### src/rtl/clk_en_divider_bank.sv
// ============================================================================
// Module   : clk_en_divider_bank
// Brief    : Multi-channel clock-enable divider bank with runtime-reloadable
//            divisors, common sync realignment and a lock indicator.
//            Optional macro CLK_EN_DIVIDER_BANK_PHASE_OFFSET_EN adds ph_in
//            for per-channel start-phase offsets.
// Revision : 1.0 - initial release
// ============================================================================
`default_nettype none

module clk_en_divider_bank #(
    parameter int NCH         = 2,
    parameter int DIV_W       = 8,
    parameter int DEFAULT_DIV = 10,
    parameter int LOCK_TICKS  = 4
) (
    input  logic                 clkin,
    input  logic                 reset,
    input  logic [NCH*DIV_W-1:0] div_in,
    input  logic [NCH-1:0]       div_load,
    input  logic                 sync,
`ifdef CLK_EN_DIVIDER_BANK_PHASE_OFFSET_EN
    input  logic [NCH*DIV_W-1:0] ph_in,
`endif
    output logic [NCH-1:0]       en_out,
    output logic [NCH-1:0]       clk_out,
    output logic                 lock
);

    localparam logic [DIV_W-1:0] C_DEF_DIV    = DIV_W'(DEFAULT_DIV);
    localparam logic [7:0]       C_LAST_TICK  = 8'(LOCK_TICKS - 1);

    typedef enum logic [0:0] {
        ST_SETTLE = 1'b0,
        ST_LOCKED = 1'b1
    } lock_state_t;

    logic           r_run;
    logic           w_restart;
    logic [NCH-1:0] w_wrap_vec;

    // r_run is low only for the first edge after reset, which acts as a start
    always_ff @(posedge clkin) begin
        if (reset) begin
            r_run <= 1'b0;
        end else begin
            r_run <= 1'b1;
        end
    end

    assign w_restart = ~r_run | sync;

    for (genvar i = 0; i < NCH; i++) begin : g_ch
        logic [DIV_W-1:0] r_cnt;
        logic [DIV_W-1:0] r_div;
        logic [DIV_W-1:0] r_pend;
        logic             r_pend_v;
        logic             r_en;
        logic             r_clk;

        logic [DIV_W-1:0] w_slice;
        logic [DIV_W-1:0] w_n;
        logic             w_wrap;
        logic             w_apply;
        logic [DIV_W-1:0] w_div_nxt;
        logic [DIV_W-1:0] w_n_nxt;
        logic [DIV_W-1:0] w_start;
        logic [DIV_W-1:0] w_cnt_nxt;
        logic [DIV_W-1:0] w_half_nxt;

        always_comb begin
            w_slice = div_in[i*DIV_W +: DIV_W];
            w_n     = (r_div == '0) ? DIV_W'(1) : r_div;
            w_wrap  = r_run && (r_cnt == w_n - 1'b1);
            w_apply = w_restart | w_wrap;

            // A load in the same cycle as the apply point wins over the pending value
            w_div_nxt = r_div;
            if (w_apply) begin
                if (div_load[i]) begin
                    w_div_nxt = w_slice;
                end else if (r_pend_v) begin
                    w_div_nxt = r_pend;
                end
            end
            w_n_nxt = (w_div_nxt == '0) ? DIV_W'(1) : w_div_nxt;

`ifdef CLK_EN_DIVIDER_BANK_PHASE_OFFSET_EN
            w_start = ph_in[i*DIV_W +: DIV_W] % w_n_nxt;
`else
            w_start = '0;
`endif

            w_cnt_nxt = r_cnt + 1'b1;
            if (w_restart) begin
                w_cnt_nxt = w_start;
            end else if (w_wrap) begin
                w_cnt_nxt = '0;
            end

            w_half_nxt = (w_n_nxt >> 1) + {{(DIV_W-1){1'b0}}, w_n_nxt[0]};
        end

        always_ff @(posedge clkin) begin
            if (reset) begin
                r_cnt    <= '0;
                r_div    <= C_DEF_DIV;
                r_pend   <= C_DEF_DIV;
                r_pend_v <= 1'b0;
                r_en     <= 1'b0;
                r_clk    <= 1'b0;
            end else begin
                r_cnt <= w_cnt_nxt;
                r_div <= w_div_nxt;
                if (div_load[i]) begin
                    r_pend <= w_slice;
                end
                if (w_apply) begin
                    r_pend_v <= 1'b0;
                end else if (div_load[i]) begin
                    r_pend_v <= 1'b1;
                end
                r_en  <= ~sync && (w_cnt_nxt == w_n_nxt - 1'b1);
                r_clk <= (w_cnt_nxt < w_half_nxt);
            end
        end

        assign en_out[i]     = r_en;
        assign clk_out[i]    = r_clk;
        assign w_wrap_vec[i] = w_wrap;
    end

    lock_state_t r_state;
    logic [7:0]  r_ticks;
    logic        r_lock;

    always_ff @(posedge clkin) begin
        if (reset) begin
            r_state <= ST_SETTLE;
            r_ticks <= '0;
            r_lock  <= 1'b0;
        end else if (sync || (|div_load)) begin
            r_state <= ST_SETTLE;
            r_ticks <= '0;
            r_lock  <= 1'b0;
        end else begin
            case (r_state)
                ST_SETTLE: begin
                    r_lock <= 1'b0;
                    if (w_wrap_vec[0]) begin
                        if (r_ticks == C_LAST_TICK) begin
                            r_state <= ST_LOCKED;
                            r_lock  <= 1'b1;
                        end else begin
                            r_ticks <= r_ticks + 8'd1;
                        end
                    end
                end
                ST_LOCKED: begin
                    r_lock <= 1'b1;
                end
                default: begin
                    r_state <= ST_SETTLE;
                    r_ticks <= '0;
                    r_lock  <= 1'b0;
                end
            endcase
        end
    end

    assign lock = r_lock;

endmodule

`default_nettype wire

### config.mk
export PLATFORM = sky130hd
export DESIGN_NAME = clk_en_divider_bank
export DESIGN_NICKNAME = d
export VERILOG_FILES = /design/src/rtl/clk_en_divider_bank.sv
export SDC_FILE = /design/constraint.sdc
export NUM_CORES = 1
export LEC_CHECK = 0
export CAP_MARGIN = 15
export CORE_MARGIN = 5
export CORE_UTILIZATION = 60
export DETAILED_ROUTE_END_ITERATION = 8
export DONT_BUFFER_PORTS = 1
export PLACE_DENSITY_LB_ADDON = 0.3
export SLEW_MARGIN = 30
export SYNTH_ARGS = -nofsm -noshare
export SYNTH_HDL_FRONTEND = slang
export SYNTH_SLANG_ARGS = --single-unit
### constraint.sdc
create_clock -name clkin -period 5.5 [get_ports clkin]
set_clock_uncertainty 0.05 [all_clocks]
set_input_delay 0.825 -clock clkin [delete_from_list [all_inputs] [get_ports clkin]]
set_output_delay 0.825 -clock clkin [all_outputs]
set_load 0.02 [all_outputs]
==> results.tsv <==
metric	value	unit
crit_start	g_ch[0].r_div[4]$_SDFF_PP0_	
met2_usage	45.31	%
yosysWarnings	0	
cts_tree	yes	
synth_ff_type	dfxtp_1	
core_area	0.007807	mm^2
clkPwrFrac	32.7	%
io_buffers	0	
power	0.001149	W
cts_buffer_depth	2	
p_int	0.0007684	W
die_w	99.81	um
cts_inserted_buffers	9	
p_seq_share	44.6	%
layout_common_cells	77 x nor2_1, 64 x dfxtp_1, 37 x nand2_1, 33 x o21ai_0, 33 x a21oi_1	
gp_congestion	0.9689	
drive_above_1_share	7.496	%
layoutNonFillerInstCount	689	
tightest_slew	0.7044	ns
startpoint_type	flip-flop	
setup_viol	0	
area_growth	2.740	%
gr-usage-met1	31.58	%
cts_setup_buffers	0	
synth_area_per_cell	7.986	um^2
drc	0	
grt.overflow.total	0	
slew_headroom	52.76	%
dp_cells	673	
grt_pass1_vias	4345	
worst_slack	0.4118	ns
fmax	196.5	MHz
synth_edf_count	0	
final_common_cell	nor2_1	
syn_nets	650	
drt-initial-drc-count	270	
met3_usage	4.587	%
period_needed	5.088	ns
insertion_delay	0.35	ns
yosysSeqAreaShare	26.47	%
seq_area	0.001281	mm^2
cp_max_fo	11	
dp_hpwl	9.406	mm
reg2reg_from	g_ch[0].r_div[4]$_SDFF_PP0_	
netlist_instances	606	
clockRootBuffer	clkbuf_8	
gr-usage-all-layers	26.42	%
async_flop_share	0	%
hold_path.class	flip-flop to flip-flop	
num_vias	4371	
p_per_area	231.2	mW/mm^2
hold_viol	0	
slew_violations	0	
power.leakage	1.893	nW
pre_cts_slack	0.4035	ns
grt_pass1_wl	21.05	mm
p_sw	0.0003810	W
synth_cell_types	74	
setup.worst_path.end_class	flip-flop	
synthesis.area	0.004840	mm^2
ant_nets	0	
grt_max_degree	39	
wl	12.65	mm
utilization	63.69	%
fin_nets	626	
cts_max_level	3	
ios	26	
multiInputGateArea	0.003298	mm^2
rsz0062_at_grt	false	
firstDrtPassIters	5	
peakVddDrop	0.1524	mV
pwr-share-comb	22.8	%
synth-seq-cells	64	
clk_pin_slew	0.08	ns
antenna_cells	0	
fillers	700	
p_sw_share	33.15	%
maxCapViolCount	0	
setup-tns-final	0	ns
min_period_over_period	92.51	%
cp.required	5.69	ns
wire_per_inst	18.35	um
std_cell_rows	32	
cp.arrival	5.28	ns
antenna_found_initial	0	
die-area	0.009962	mm^2
busiest_layer	met2	
cts_hold_buf	0	
status	finished, final reports clean	
critical_path_class	flip-flop to flip-flop	
cts.sinks	64	
hold_start	g_ch[1].r_pend[5]$_SDFFE_PP0P_	
die_y	99.81	um
avgViaCountPerCell	6.344	
start_util	61.99	%
[kinds of logic (layout without fill, tap and decap cells)]
group,after synthesis,count (layout),synth area share (%)
compound gates,138,138,19.21
xor+xnor,58,58,10.50
fa+ha+maj,23,23,5.946
buf+inv,52,33,5.506
flops,64,64,26.47
mux,33,33,7.032
simple gates,238,238,25.34
[cell usage after synthesis (8+ instances only)]
cell / count / area share, %
o21ai_0: 33 / 3.4
dfxtp_1: 64 / 26
xnor2_1: 29 / 5.2
a21o_1: 11 / 1.7
nor2b_1: 8 / 1.0
inv_1: 11 / 0.85
and3_1: 9 / 1.2
a21oi_1: 33 / 3.4
nand3_1: 20 / 2.1
clkbuf_1: 20 / 1.6
nor2_1: 77 / 6.0
xor2_1: 29 / 5.2
nand2_1: 37 / 2.9
ha_1: 23 / 5.9
nand4_1: 9 / 1.2
or3_1: 8 / 1.0
nand2b_1: 12 / 1.6
nor3_1: 24 / 2.5
mux2i_1: 28 / 5.8
[worst max-delay path: stages, from the launching register on]
cell       delay [ns]
dfxtp_1          0.40
or4_4            0.56
nor2_1           0.14
a21oi_1          0.08
ha_1             0.25
or3_1            0.42
a32oi_2          0.26
and4b_2          0.38
nor2_4           0.10
a21o_1           0.24
o41a_1           0.47
ha_1             0.31
xnor2_1          0.17
nand2_1          0.08
o21ai_0          0.06
o21ai_0          0.16
nand2_1          0.08
nor3b_1          0.21
a21oi_1          0.05
nand2b_1         0.15
a2111oi_2        0.34
[metal layers]
metal / wire length (um) / vias to the layer above
met5: 0 / -
met4: 491 / 0
met3: 691 / 41
met2: 6195 / 147
met1: 5268 / 2068
li1: - / 2115
[metrics by stage]
stage / hold slack (ns) / area (um^2)
after global placement: 0.4019 / 4783
after detailed placement: 0.4113 / 4783
after floorplan: 0.3913 / 4840
after global routing: 0.4544 / 4972
final: 0.4203 / 4972
after CTS: 0.4228 / 4966
[final cells by class]
type	instances	area share, %
Tap cell	102	2.567
Timing Repair Buffer	5	0.7549
Clock inverter	6	0.9059
Inverter	12	0.9059
Clock buffer	10	2.768
Multi-Input combinational cell	490	66.33
Sequential cell	64	25.77
[final timing paths]
| path | endpoint | depth (start not counted) | slack (ns) |
|---|---|---|---|
| max | g_ch[0].r_en$_SDFF_PP0_ | 20 | 0.41 |
| min | g_ch[1].r_pend[5]$_SDFFE_PP0P_ | 2 | 0.42 |
| max reg2reg | g_ch[0].r_en$_SDFF_PP0_ | 20 | 0.41 |
| min reg2reg | g_ch[1].r_pend[5]$_SDFFE_PP0P_ | 2 | 0.42 |
[repair_timing]
action / in CTS / in global routing
hold endpoints to repair: 0 / 0
setup endpoints to repair: 0 / 1
gates resized for setup: 0 / 2
[state kept, by name (all words and copies together), names as in the netlist]
| signal | count |
|---|---|
| g_ch.r_clk | 2 |
| g_ch.r_cnt | 16 |
| g_ch.r_div | 16 |
| g_ch.r_en | 2 |
| g_ch.r_pend | 16 |
| g_ch.r_pend_v | 2 |
| r_run | 1 |
| r_state | 1 |
| r_ticks | 8 |
[power groups by stage]
stage          sequential [W]  combinational [W]  clock (W)
2_1_floorplan        0.000503           0.000230          0
3_3_place_gp         0.000521           0.000248          0
3_5_place_dp         0.000522           0.000255          0
4_1_cts              0.000511           0.000258   0.000383
5_1_grt              0.000515           0.000291   0.000406
6_report             0.000512           0.000262   0.000376
Note: power is estimated with default switching activity, not from simulation.
